## src/rtl/task_responder_pkg.sv

```systemverilog
// task_responder shared types and defaults.
// State encoding and width/timeout defaults for the pattern-stream executor.
package task_responder_pkg;

  typedef enum logic [1:0] {
    ST_IDLE = 2'd0,
    ST_RUN  = 2'd1,
    ST_DONE = 2'd2
  } state_e;

  localparam int unsigned DEF_DATA_W  = 32;
  localparam int unsigned DEF_LEN_W   = 16;
  localparam int unsigned DEF_TO_W    = 12;
  localparam int unsigned DEF_TIMEOUT = 4000;

endpackage

```

## src/rtl/task_responder_stall_timer.sv

```systemverilog
// stall_timer: saturating stall counter with clear, enable and threshold hit.
// hit_o fires on an enabled cycle whose count already equals THRESH-1.
module stall_timer
  import task_responder_pkg::*;
#(
  parameter int unsigned TO_W   = DEF_TO_W,
  parameter int unsigned THRESH = DEF_TIMEOUT
) (
  input  logic clk,
  input  logic rstn,
  input  logic clr_i,
  input  logic en_i,
  output logic hit_o
);

  localparam logic [TO_W-1:0] LIMIT =
    TO_W'((THRESH == 0) ? 0 : THRESH - 1);

  logic [TO_W-1:0] cnt_q;
  logic [TO_W-1:0] cnt_d;

  always_comb begin
    cnt_d = cnt_q;
    if (clr_i) begin
      cnt_d = '0;
    end else if (en_i && (cnt_q != '1)) begin
      cnt_d = cnt_q + TO_W'(1);
    end
  end

  always_ff @(posedge clk or negedge rstn) begin
    if (!rstn) begin
      cnt_q <= '0;
    end else begin
      cnt_q <= cnt_d;
    end
  end

  // THRESH of zero disables the hit entirely.
  assign hit_o = (THRESH != 0) && en_i && !clr_i
               && (cnt_q == LIMIT);

endmodule

```

## src/rtl/task_responder.sv

```systemverilog
// task_responder: destination-side executor for the task/ack handshake.
// Streams cmd_len incrementing words from cmd_seed, then pulses task_done.
module task_responder
  import task_responder_pkg::*;
#(
  parameter int unsigned DATA_W  = DEF_DATA_W,
  parameter int unsigned LEN_W   = DEF_LEN_W,
  parameter int unsigned TO_W    = DEF_TO_W,
  parameter int unsigned TIMEOUT = DEF_TIMEOUT
) (
  input  logic              clk,
  input  logic              rstn,
  input  logic              task_start,
  input  logic [LEN_W-1:0]  cmd_len,
  input  logic [DATA_W-1:0] cmd_seed,
  output logic              task_done,
  output logic              task_active,
  output logic [DATA_W-1:0] out_data,
  output logic              out_valid,
  input  logic              out_ready,
  output logic              err_timeout,
  output logic [LEN_W-1:0]  beats_sent
);

  state_e            state_q, state_d;
  logic [LEN_W-1:0]  rem_q, rem_d;
  logic [DATA_W-1:0] data_q, data_d;
  logic              valid_q, valid_d;
  logic [LEN_W-1:0]  beats_q, beats_d;
  logic              err_q, err_d;

  logic xfer;
  logic stalled;
  logic accept;
  logic to_hit;

  assign xfer    = valid_q && out_ready;
  assign stalled = valid_q && !out_ready;
  assign accept  = (state_q == ST_IDLE) && task_start;

  stall_timer #(
    .TO_W   (TO_W),
    .THRESH (TIMEOUT)
  ) u_stall (
    .clk   (clk),
    .rstn  (rstn),
    .clr_i (xfer || accept),
    .en_i  (stalled),
    .hit_o (to_hit)
  );

  always_comb begin
    state_d = state_q;
    rem_d   = rem_q;
    data_d  = data_q;
    valid_d = valid_q;
    beats_d = beats_q;
    err_d   = err_q;
    case (state_q)
      ST_IDLE: begin
        if (task_start) begin
          rem_d   = cmd_len;
          data_d  = cmd_seed;
          beats_d = '0;
          err_d   = 1'b0;
          if (cmd_len == '0) begin
            state_d = ST_DONE;
          end else begin
            state_d = ST_RUN;
            valid_d = 1'b1;
          end
        end
      end
      ST_RUN: begin
        // A transfer always beats a coincident timeout.
        if (xfer) begin
          data_d  = data_q + DATA_W'(1);
          beats_d = beats_q + LEN_W'(1);
          rem_d   = rem_q - LEN_W'(1);
          if (rem_q == LEN_W'(1)) begin
            valid_d = 1'b0;
            state_d = ST_DONE;
          end
        end else if (to_hit) begin
          valid_d = 1'b0;
          err_d   = 1'b1;
          state_d = ST_DONE;
        end
      end
      ST_DONE: begin
        state_d = ST_IDLE;
      end
      default: begin
        state_d = ST_IDLE;
        valid_d = 1'b0;
      end
    endcase
  end

  always_ff @(posedge clk or negedge rstn) begin
    if (!rstn) begin
      state_q <= ST_IDLE;
      rem_q   <= '0;
      data_q  <= '0;
      valid_q <= 1'b0;
      beats_q <= '0;
      err_q   <= 1'b0;
    end else begin
      state_q <= state_d;
      rem_q   <= rem_d;
      data_q  <= data_d;
      valid_q <= valid_d;
      beats_q <= beats_d;
      err_q   <= err_d;
    end
  end

  assign task_done   = (state_q == ST_DONE);
  assign task_active = (state_q != ST_IDLE);
  assign out_data    = data_q;
  assign out_valid   = valid_q;
  assign err_timeout = err_q;
  assign beats_sent  = beats_q;

  a_start_idle : assert property (
    @(posedge clk) disable iff (!rstn)
    task_start |-> (state_q == ST_IDLE)
  );

endmodule

```

## config.mk

```make
export PLATFORM = sky130hd
export DESIGN_NAME = task_responder
export DESIGN_NICKNAME = d
export VERILOG_FILES = /design/src/rtl/task_responder_pkg.sv /design/src/rtl/task_responder_stall_timer.sv /design/src/rtl/task_responder.sv
export SDC_FILE = /design/constraint.sdc
export NUM_CORES = 1
export LEC_CHECK = 0
export CORE_MARGIN = 8
export CORE_UTILIZATION = 56
export DETAILED_ROUTE_END_ITERATION = 10
export GPL_TIMING_DRIVEN = 0
export PLACE_DENSITY = 0.89
export SYNTH_ARGS = -nofsm -noshare
export SYNTH_HDL_FRONTEND = slang
export SYNTH_SLANG_ARGS = --single-unit
```

## constraint.sdc

```tcl
create_clock -name clk -period 3.07 [get_ports clk]
set_input_delay 0.307 -clock clk [delete_from_list [all_inputs] [get_ports clk]]
set_output_delay 0.307 -clock clk [all_outputs]
set_load 0.02 [all_outputs]
```

==> flow_metrics.py, run 1 <==
metrics = {
    "yosys": {
        "ys_ff_latch": 80,
        "seq_area_frac_synth_pct": 39.9,
        "synthTopCellsByArea": "dfrtp_1 (40%), a21oi_1 (5.4%), nand2_1 (3.6%)",
        "yosys.cell_count.top_type": "dfrtp_1",
        "syn-mean-instance-area_um2": 8.76,
        "synthArstFlopShare_pct": 100,
        "yosysUniqueCellTypes": 73,
        "synth_top_family_by_area": "simple AND/OR/NAND/NOR gates",
        "yosys-top-cells-count": "dfrtp_1 (80), a21oi_1 (54), nand2_1 (48), nor2_1 (39), o21ai_0 (35)",
        "synth_edf_count": 0,
        "synthSimpleGateAreaFrac_pct": 29.2,
        "synth-xor-area-share_pct": 1.05,
        "synth_fa_ha_area_share_pct": 1.25,
        "syn_area_mm2": 0.00502,
        "synth_compound_area_share_pct": 23.0,
        "synth_top_area_share_pct": 39.9,
        "ys.warnings.count": 0,
        "synthMuxAreaShare_pct": 0.598,
        "ys.flop_type": "dfrtp_1",
        "synth_fp_nets": 630,
        "yosysTopAreaCell": "dfrtp_1",
        "synth_cells": 573,
    },
    "finish": {
        "syn_to_final_growth_pct": 27.7,
        "nets": 746,
        "final_layout_size_suffix_gt1_share_pct": 8.50,
        "design_area_mm2": 0.00641,
        "fin_cells": 802,
        "final_core_util_pct": 73.5,
        "antennaDiodeCount": 0,
    },
    "floorplanning": {
        "die_x_um": 111,
        "initial_core_util_pct": 57.6,
        "ios": 104,
        "die_height_um": 111,
        "design.core.area_mm2": 0.00872,
        "num_rows": 34,
        "die_area_mm2": 0.0123,
    },
    "placement": {
        "pre_cts_ws_ns": 0.538,
        "gp_congestion": 0.963,
        "placed_area_mm2": 0.00621,
        "io_buffers": 103,
        "post-dp-hpwl_um": 12200,
        "dp.cells": 785,
    },
    "clock_network": {
        "h-tree-depth": 3,
        "worstSkewPairLatency_ns": 0.36,
        "cts_tree": "done",
        "cts_buffers": 9,
        "cts_sinks": 80,
        "clockBufferDepth": 2,
        "clk_pin_slew_ns": 0.09,
        "root_buffer": "clkbuf_8",
    },
    "critical_path": {
        "critPathLaunchType": "flop",
        "critical_path_class": "flop to flop",
        "crit_required_ns": 3.28,
        "r2r_end": "rem_q[1]$_DFFE_PN0P_",
        "crit_path_end_kind": "flop",
        "reg2regPathDepth": 7,
        "reg2reg_from": "state_q[0]$_DFFE_PN0P_",
        "r2r_slack_ns": 0.70,
        "arrival_ns": 2.58,
        "cp_max_fo": 10,
    },
    "route": {
        "vias": 5555,
        "drc": 0,
        "routed_wl_um": 17200,
        "antenna_left": 0,
        "drt-pass1-iter-count": 5,
        "drt_iter0_markers": 558,
        "routed_via_density": 6.93,
        "post_drt_wl_per_cell_um": 21.4,
    },
    "global_routing": {
        "grt_pass1_wl_um": 28200,
        "antenna_found_initial": 0,
        "grt_pass1_vias": 5573,
        "grt.total_usage_pct": 27.1,
        "grt_overflow_total": 0,
        "grt_start_max_net_pins": 62,
    },
    "timing": {
        "slew-limit-headroom_pct": 48.7,
        "tightest_slew_ns": 0.763,
        "tns_ns": 0,
        "fin_skew_ns": 0.0154,
        "worst_slack_ns": 0.695,
        "rsz0062_at_grt": "no",
        "finalSetupViolations": 0,
        "max_freq_mhz": 421,
        "hold_viol": 0,
        "fin_crit_ns": 2.37,
        "maxSlewViolCount": 0,
        "post-route-period-util_pct": 77.4,
    },
    "power_and_ir_drop": {
        "power.density_mw_per_mm2": 481,
        "leakage_nw": 2.43,
        "vdd_drop_max_uv": 379,
    },
    "run_status": {
        "status": "finished clean",
    },
    "job": {
        "cap_violations": 0,
    },
    "worst_hold_path": {
        "hp-class": "primary input to asynchronous set/reset pin",
    },
}
cell type report:
type | count | area, µm²
Multi-Input combinational cell | 445 | 2760
Sequential cell | 80 | 2000
Tap cell | 108 | 135
Timing Repair Buffer | 105 | 1070
Clock buffer | 10 | 138
Fill cell | 665 | 2310
Buffer | 40 | 226
Inverter | 8 | 30.0
Clock inverter | 6 | 50.0
through the flow:
step	total power, mW	hold WS, ns
2_1_floorplan	1.90	0.0114
3_3_place_gp	2.28	0.509
3_5_place_dp	2.32	0.207
4_1_cts	3.07	0.371
5_1_grt	3.23	0.382
6_report	3.08	0.368
registers in the layout (all words and copies together), names as in the netlist:
signal         cells
beats_sent        16
err_timeout        1
out_data          32
out_valid          1
rem_q             16
state_q            2
u_stall.cnt_q     12
where the power goes:
group | internal, mW | switching (mW)
clock network | 0.326 | 0.432
registers | 1.21 | 0.244
logic | 0.404 | 0.469
worst max path at each step:
| stage | startpoint | to | slack, ns | cells after the start |
|---|---|---|---|---|
| after floorplan | out_data[0]$_DFFE_PN0P_ | out_data[14]$_DFFE_PN0P_ | 1.14 | 5 |
| after global placement | rstn | out_data[29]$_DFFE_PN0P_ | -1.22 | 1 |
| after detailed placement | out_ready | out_data[5]$_DFFE_PN0P_ | 0.54 | 6 |
| after CTS | state_q[0]$_DFFE_PN0P_ | rem_q[1]$_DFFE_PN0P_ | 0.73 | 7 |
| after global routing | state_q[0]$_DFFE_PN0P_ | out_data[8]$_DFFE_PN0P_ | 0.53 | 7 |
| final | state_q[0]$_DFFE_PN0P_ | rem_q[1]$_DFFE_PN0P_ | 0.70 | 7 |
repair_timing:
item / in CTS / in global routing
resized for setup: 0 / 0
hold buffers: 1 / 0
buffers inserted: 0 / 0
setup endpoints to repair: 0 / 0
endpoints found under the hold margin: 19 / 0
per-layer routing:
| metal | GRT usage [%] | share of wire [%] | up-vias |
|---|---|---|---|
| met2 | 42.8 | 46 | 376 |
| met1 | 33.2 | 40 | 2657 |
| met3 | 7.41 | 10 | 67 |
| li1 | - | - | 2455 |
| met4 | 13.5 | 3.4 | 0 |
| met5 | 0 | 0 | - |
cell families (layout without fill, tap and decap cells):
family	after synthesis	after routing
AND/OR/NAND/NOR	255	255
AO/OA/AOI/OAI	176	176
XOR/XNOR	6	6
flip-flops	80	80
buffers and inverters	48	169
multiplexers	3	3
adder cells (fa/ha/maj)	5	5
placed cells by master (no fill, tap or decap), drive strengths merged, types with 6 or more instances in the layout:
cell and instances:
a211oi 7, a21oi 54, a311oi 6, a31oi 11
and3 11, and4 9, buf 21, clkbuf 31
clkdlybuf4s50 102, dfrtp 80, inv 11, nand2 49
nand2b 6, nand3 33, nand4 24, nor2 40
nor3 13, nor4 27, o211ai 6, o21ai 36
o311ai 6, o32ai 8, or3 15, or4 6
critical path, cell delays in order (launching register included):
cell,delay (ns)
dfrtp_1,0.43
buf_2,0.21
nand2b_1,0.16
clkbuf_1,0.42
clkbuf_1,0.61
nor2_1,0.08
a211oi_1,0.23
a21oi_1,0.08
No activity file was read; power rests on OpenSTA's default activity.
==> run 2, diff against run 1 <==
Settings changed: CORE_UTILIZATION 56 to 52, PLACE_DENSITY 0.89 to 0.84.
Clock period 3.07 ns to 2.4 ns, I/O delays scaled along.
==> flow_metrics.py, run 2 (synthesis gave the netlist of run 1 again) <==
metrics = {
    "global_routing": {
        "grt.total_usage_pct": 27.0,
        "antenna_found_initial": 0,
        "grt_start_max_net_pins": 44,
        "grt_pass1_vias": 5506,
        "grt_overflow_total": 0,
        "grt_pass1_wl_um": 28300,
    },
    "route": {
        "post_drt_wl_per_cell_um": 21.1,
        "drt-pass1-iter-count": 5,
        "routed_wl_um": 17400,
        "drt_iter0_markers": 599,
        "routed_via_density": 6.57,
        "drc": 0,
        "antenna_left": 0,
        "vias": 5429,
    },
    "critical_path": {
        "max_stage_delay_ns": 0.65,
        "startpoint": "out_data[0]$_DFFE_PN0P_",
        "crit_path_end_kind": "flop",
        "crit_required_ns": 2.64,
        "reg2reg_from": "out_data[0]$_DFFE_PN0P_",
        "path_cells": "ha_1, nand3_1, nor4_4, a31oi_1, a311o_1",
        "crit_path_top_delay_cell": "nor4_4",
        "arrival_ns": 2.56,
        "reg2regPathDepth": 5,
        "critical_path_class": "flop to flop",
        "cp_max_fo": 8,
        "critPathLaunchType": "flop",
    },
    "worst_hold_path": {
        "hp-class": "primary input to asynchronous set/reset pin",
    },
    "floorplanning": {
        "die_height_um": 114,
        "die_x_um": 114,
        "num_rows": 36,
        "ios": 104,
        "initial_core_util_pct": 52.3,
        "design.core.area_mm2": 0.00959,
        "die_area_mm2": 0.0131,
    },
    "timing": {
        "maxSlewViolCount": 0,
        "slew-limit-headroom_pct": 51.2,
        "fin_skew_ns": 0.0146,
        "hold_viol": 0,
        "rsz0062_at_grt": "no",
        "tns_ns": 0,
        "tightest_slew_ns": 0.726,
        "post-route-period-util_pct": 96.5,
        "max_freq_mhz": 432,
        "fin_crit_ns": 2.32,
        "finalSetupViolations": 0,
    },
    "clock_network": {
        "cts_tree": "done",
        "cts_sinks": 80,
        "clk_pin_slew_ns": 0.09,
        "root_buffer": "clkbuf_8",
        "h-tree-depth": 3,
        "worstSkewPairLatency_ns": 0.36,
        "cts_buffers": 9,
        "clockBufferDepth": 2,
    },
    "finish": {
        "syn_to_final_growth_pct": 29.3,
        "antennaDiodeCount": 0,
        "nets": 746,
        "fin_cells": 826,
        "final_layout_size_suffix_gt1_share_pct": 8.51,
        "final_cell_mix": "clkdlybuf4s50_1 (102), dfrtp_1 (80), a21oi_1 (54), nand2_1 (48), nor2_1 (39)",
        "final_common_cell": "clkdlybuf4s50_1",
        "largest_reg_flops": 32,
        "fill_cells": 808,
    },
    "power_and_ir_drop": {
        "finalPower_mw": 4.21,
        "vdd_drop_max_uv": 747,
        "power.density_mw_per_mm2": 648,
        "leakage_nw": 2.46,
    },
    "placement": {
        "gp_congestion": 0.943,
        "post-dp-hpwl_um": 12300,
        "dp.cells": 810,
        "io_buffers": 103,
    },
    "run_status": {
        "status": "finished clean",
    },
    "job": {
        "cap_violations": 0,
    },
}
==> run 2: critical path, delay by kind of cell, from the launching register on <==
kind / cells / cell delay (ns)
simple gates: 2 / 0.94
compound gates: 2 / 0.51
fa+ha+maj: 1 / 0.26
flops: 1 / 0.50
==> run 2: layout make-up <==
| class | count | area [µm²] | area share [%] |
|---|---|---|---|
| multi-input cells | 445 | 2760 | 42.6 |
| flip-flops and latches | 80 | 2000 | 30.8 |
| repair buffers | 105 | 1070 | 16.4 |
| plain buffers | 40 | 229 | 3.53 |
| well taps | 133 | 166 | 2.56 |
| clock buffers | 10 | 128 | 1.97 |
| clock inverters | 5 | 106 | 1.64 |
| inverters | 8 | 30.0 | 0.463 |
==> run 2: path summary, 6_finish.rpt <==
| path | endpoint | slack [ns] |
|---|---|---|
| worst max-delay path | out_data[14]$_DFFE_PN0P_ | 0.08 |
| worst min-delay path | u_stall.cnt_q[5]$_DFFE_PN0P_ | 0.40 |
| worst max register to register | out_data[14]$_DFFE_PN0P_ | 0.08 |
| worst min register to register | err_timeout$_DFFE_PN0P_ | 0.53 |
| max in group asynchronous | out_data[11]$_DFFE_PN0P_ | 1.40 |
| min in group clk | out_data[31]$_DFFE_PN0P_ | 0.46 |
==> run 2: repair_timing <==
item | 4_1_cts | 5_1_grt
setup buffers | 0 | 0
setup endpoints to repair | 0 | 12
resized for setup | 0 | 4
endpoints found under the hold margin | 37 | 0
hold buffers | 1 | 0
==> run 2: metrics by stage <==
step	utilization [%]	hold slack (ns)	area [µm²]	setup slack, ns
after floorplan	-	-0.0556	5020	0.471
after global placement	64.8	0.510	6220	-1.96
after detailed placement	65.1	0.254	6240	-0.107
after CTS	67.6	0.415	6490	0.0614
after global routing	67.6	0.459	6490	0.0351
final	67.6	0.404	6490	0.0844
==> run 2: per-layer routing <==
layer	track usage, %	up-vias	share of wire [%]
met3	5.64	36	8.6
met2	45.0	301	48
li1	-	2462	-
met5	0	-	0
met4	12.1	0	2.7
met1	33.0	2630	40
==> run 2: power breakdown <==
part	total [mW]	internal (mW)	switching [mW]
clock network	1.22	0.688	0.531
registers	1.86	1.55	0.316
logic	1.12	0.517	0.607
total	4.21	2.75	1.45
==> variant 1: new RTL, settings of run 2 <==
Change the package constant `DEF_LEN_W` from 16 to 8.
--- a/src/rtl/task_responder_pkg.sv
+++ b/src/rtl/task_responder_pkg.sv
@@ -9,7 +9,7 @@
   } state_e;
 
   localparam int unsigned DEF_DATA_W  = 32;
-  localparam int unsigned DEF_LEN_W   = 16;
+  localparam int unsigned DEF_LEN_W   = 8;
   localparam int unsigned DEF_TO_W    = 12;
   localparam int unsigned DEF_TIMEOUT = 4000;
 
Ports: changed (resized beats_sent and cmd_len); port bits go from 104 to 88. No check against the original RTL was run, so the function may have changed too.
==> variant 1 against run 2 <==
  * Total power up 28%
  * Area after synthesis decreased by 26%
  * Setup slack gained 0.081 ns
  * The run now ends with hold timing left
  * Sequential cell count fell by 16
  * Sequential share of layout area rose by 1.9 points
  * Wire length down 34%
  * Final cell count is 24% lower
  * Largest cell class unchanged
  * Design area decreased by 25%
==> variant 1: results (changes against run 2) <==
stage	metric	value	unit	change
status	outcome	complete, but fails checks		
status	failing checks	hold timing		
critical_path	Arrival @ worst endpoint	2.50	ns	-0.06 ns
place	Routability Congestion	0.949		+0.71%
logic_synthesis	Post-synth top flop	dfrtp_1		
logic_synthesis	sequential fraction of the synthesis area	43.2	%	+3.3 points
logic_synthesis	synth cell count leaders	dfrtp_1 (64), nor2_1 (49), nand2_1 (44)		
pwr	Lkg Pwr	1.92	nW	-22%
logic_synthesis	syn_nets	476		-24%
critical_path	flop2flop setup slack	0.17	ns	+0.08 ns
logic_synthesis	Cell variety after synth	61		-16%
route	post-DR wirelength/cell	18.1	microns	-14%
global_routing	pin count of the biggest net entering global routing	65		+48%
clock_network	root buffer cell	clkbuf_8		
place	Placed Cells incl. Taps	613		-24%
route	DRT Wirelength	11400	microns	-34%
clock_network	Num CTS Buffers	9		unchanged
route	drt pass-1 iters	5		unchanged
sta	worst rel slew slack	45.1	%	-6.1 points
route	vias per cell	6.22		-5.4%
sta	Final Hold Fails	14		+14
sta	Worst Clk Skew	0.00608	ns	-0.00854 ns
critical_path	CP Max Fanout	10		+2
final_layout	layout cells sized above 1	6.58	%	-1.9 points
global_routing	global-route wire length before repair	18500	microns	-34%
logic_synthesis	Mapped Cells	427		-25%
place	I/O Buffers	87		-16%
hold_path	Hold Path Class	primary input to asynchronous set/reset pin		
place	HPWL after DPL	8180	microns	-34%
global_routing	GRT Total Usage	22.7	%	-4.3 points
pwr	VDD IR max	0.000733	V	-1.8%
global_routing	initial antenna violation count	0		unchanged
final_layout	Final nets	577		-23%
logic_synthesis	Yosys warning count	0		unchanged
place	Area after DPL	0.00470	sq mm	-25%
sta	Hold WS	-0.0172	ns	-0.421 ns
logic_synthesis	ranking of synthesized cells by area	dfrtp_1 (43%), nor2_1 (5.0%), a21oi_1 (4.9%), nand2_1 (4.5%), nand3_1 (3.6%)		
clock_network	clock latency on the worst-skew pair	0.34	ns	-0.02 ns
final_layout	max reg flops	32		unchanged
global_routing	number of global-route vias before repair	3959		-28%
route	First DRT Iteration DRCs	306		-49%
final_layout	n_diodes	0		unchanged
logic_synthesis	ys async rst share	100	%	unchanged
clock_network	Max Buffers Root-to-Sink	2		unchanged
critical_path	reg2reg path depth	7		+2
clock_network	H-tree depth	3		unchanged
clock_network	clock transition at the registers of the reported paths	0.06	ns	-0.03 ns
-- variant 1: what timing repair did --
| action | CTS | global route |
|---|---|---|
| setup endpoints to repair | 0 | 15 |
| resized for setup | 0 | 3 |
| setup buffers | 0 | 3 |
-- variant 1: cell type report --
| class | instances | area [sq um] |
|---|---|---|
| fill | 580 | 2210 |
| multi-input combinational | 333 | 2000 |
| sequential | 64 | 1600 |
| timing repair buffer | 90 | 891 |
| clock buffer | 14 | 143 |
| tap | 99 | 124 |
| buffer | 24 | 96.3 |
| inverter | 6 | 22.5 |
| clock inverter | 1 | 5.00 |
-- variant 1: power breakdown --
part	switching (mW)	leakage, nW	total [mW]	internal, mW
logic	1.46	1.05	2.61	1.15
clock network	0.392	0.0745	0.762	0.370
registers	0.528	0.793	2.00	1.47
-- variant 1: path summary, 6_finish.rpt --
check,startpoint,to
max,state_q[0]$_DFFE_PN0P_,rem_q[3]$_DFFE_PN0P_
min,rstn,u_stall.cnt_q[5]$_DFFE_PN0P_
max reg2reg,state_q[0]$_DFFE_PN0P_,rem_q[3]$_DFFE_PN0P_
min reg2reg,err_timeout$_DFFE_PN0P_,err_timeout$_DFFE_PN0P_
max in group asynchronous,rstn,u_stall.cnt_q[3]$_DFFE_PN0P_
min in group clk,cmd_seed[0],out_data[0]$_DFFE_PN0P_
-- variant 1: cells by family (layout without fill, tap and decap cells) --
group / count (synthesis) / count (layout) / synth area share (%)
AO/OA/AOI/OAI: 117 / 117 / 20.3
XOR/XNOR: 13 / 13 / 3.07
adder cells (fa/ha/maj): 5 / 5 / 1.69
buffers and inverters: 30 / 135 / 3.17
flip-flops: 64 / 64 / 43.2
multiplexers: 2 / 2 / 0.539
AND/OR/NAND/NOR: 196 / 196 / 28.1
-- variant 1: through the flow --
stage          setup WS, ns  TNS, ns
2_1_floorplan         0.400        0
3_3_place_gp          -1.02   -65.22
3_5_place_dp        -0.0516   -0.286
4_1_cts              0.0333        0
5_1_grt              0.0521        0
6_report              0.165        0
-- variant 1: worst max-delay path, stage by stage, from the launching register on --
cell	delay (ns)
dfrtp_1	0.37
clkbuf_1	0.19
or3b_2	0.49
clkbuf_1	0.21
nand2_1	0.34
buf_2	0.34
a21oi_1	0.10
a21oi_1	0.12
-- variant 1: routing by layer --
layer	GRT usage, %	vias up	part of all wire (%)
met2	36.7	208	48
met5	0	-	0
met4	10.9	0	2.5
met3	5.39	26	8.8
li1	-	1792	-
met1	27.9	1896	41
==> variant 2: new RTL, settings of run 2 <==
Without the edit above. Re-encode `state_e` (3 states) as one-hot, 3 bits wide.
--- a/src/rtl/task_responder_pkg.sv
+++ b/src/rtl/task_responder_pkg.sv
@@ -2,10 +2,10 @@
 // State encoding and width/timeout defaults for the pattern-stream executor.
 package task_responder_pkg;
 
-  typedef enum logic [1:0] {
-    ST_IDLE = 2'd0,
-    ST_RUN  = 2'd1,
-    ST_DONE = 2'd2
+  typedef enum logic [2:0] {
+    ST_IDLE = 3'b001,
+    ST_RUN  = 3'b010,
+    ST_DONE = 3'b100
   } state_e;
 
   localparam int unsigned DEF_DATA_W  = 32;
Formal check against the unedited RTL: no difference found for any inputs over 10 cycles, from zero or initial values and one cycle with rstn low; not proved beyond that.
==> variant 2 against run 2 <==
  * Sequential cell count is 1 higher
  * Wire length is 7.2% lower
  * Design area is 6.3% lower
  * Setup slack better by 0.040 ns
  * Count of clock-buffer cells in the layout is 2 higher
  * Sequential share of layout area is 2.5 points higher
  * Area after synthesis is 6.9% lower
  * Global-route usage is 1.3 points lower
  * Critical path type unchanged
Power is not compared: it rests on default switching activity, and its combinational part moved more than twofold at a synthesized area within 25%.
==> variant 2: results (changes against run 2) <==
stage	metric	value	unit	change
logic_synthesis	post-synthesis mux area share	0.642	%	+0.044 points
logic_synthesis	adder-cell area share of the yosys netlist	1.34	%	+0.092 points
critical_path	CP Max Fanout	10		+2
route	vias per cell	6.60		+0.37%
critical_path	Arrival @ worst endpoint	2.52	ns	-0.04 ns
critical_path	Top Family by Delay on Critical Path	buffers and inverters		
final_layout	layout cells sized above 1	5.35	%	-3.2 points
critical_path	CP startpoint	state_q[0]$_DFFE_PN1P_		
logic_synthesis	XOR/XNOR Fraction of Synth Area	4.12	%	+3.1 points
global_routing	global-route wire length before repair	26300	microns	-6.9%
status	outcome	finished clean		
global_routing	pin count of the biggest net entering global routing	46		+4.5%
sta	Worst Clk Skew	0.0131	ns	-0.00150 ns
sta	Worst-Margin Slew	0.912	ns	+0.186 ns
global_routing	number of global-route vias before repair	5184		-5.8%
final_layout	Final nets	726		-2.7%
logic_synthesis	ranking of synthesized cells by area	dfrtp_1 (43%), a21oi_1 (5.6%), nor2_1 (4.8%), nand2_1 (4.5%), nand4_1 (3.9%)		
route	First DRT Iteration DRCs	557		-7.0%
logic_synthesis	sequential fraction of the synthesis area	43.4	%	+3.5 points
sta	Hold WS	0.391	ns	-0.0128 ns
global_routing	GRT Total Usage	25.8	%	-1.3 points
logic_synthesis	synth cell count leaders	dfrtp_1 (80), nor2_1 (60), nand2_1 (56)		
route	DRT Wirelength	16200	microns	-7.2%
place	Routability Congestion	0.940		-0.31%
logic_synthesis	Cell variety after synth	51		-30%
global_routing	met3 Track Usage GR	7.68	%	+2.0 points
route	wire length on met2	7460	microns	-11%
final_layout	Fillers	702		-13%
## variant 2: changes by cell type after synthesis, moves of 6 or more
cell	delta
o32ai_1	-7
xor2_1	+10
buf_1	+6
o22ai_1	+11
nand4_1	+6
buf_2	-10
a2bb2oi_1	+12
nand2_1	+8
xnor2_1	+6
nor4_1	-11
or3_1	-10
nor2_1	+21
## variant 2: power by group
part,switching (mW),internal [mW]
Clock,0.491,0.475
Sequential,0.587,1.81
Combinational,1.99,1.31
## variant 2: cell type report
class	count	area share [%]
Multi-Input combinational cell	428	41.0
Sequential cell	81	33.3
Timing Repair Buffer	105	17.5
Clock buffer	12	2.22
Buffer	32	2.22
Tap cell	108	2.22
Inverter	12	0.741
Clock inverter	3	0.699
## variant 2: metrics by stage
step	TNS, ns	area [sq um]	worst slack (ns)
floorplan	0	4680	0.373
detailed placement	-4.88	5870	-0.232
finish	0	6080	0.124
global placement	-155.59	5840	-1.89
global route	0	6080	0.00342
CTS	0	6060	0.000838
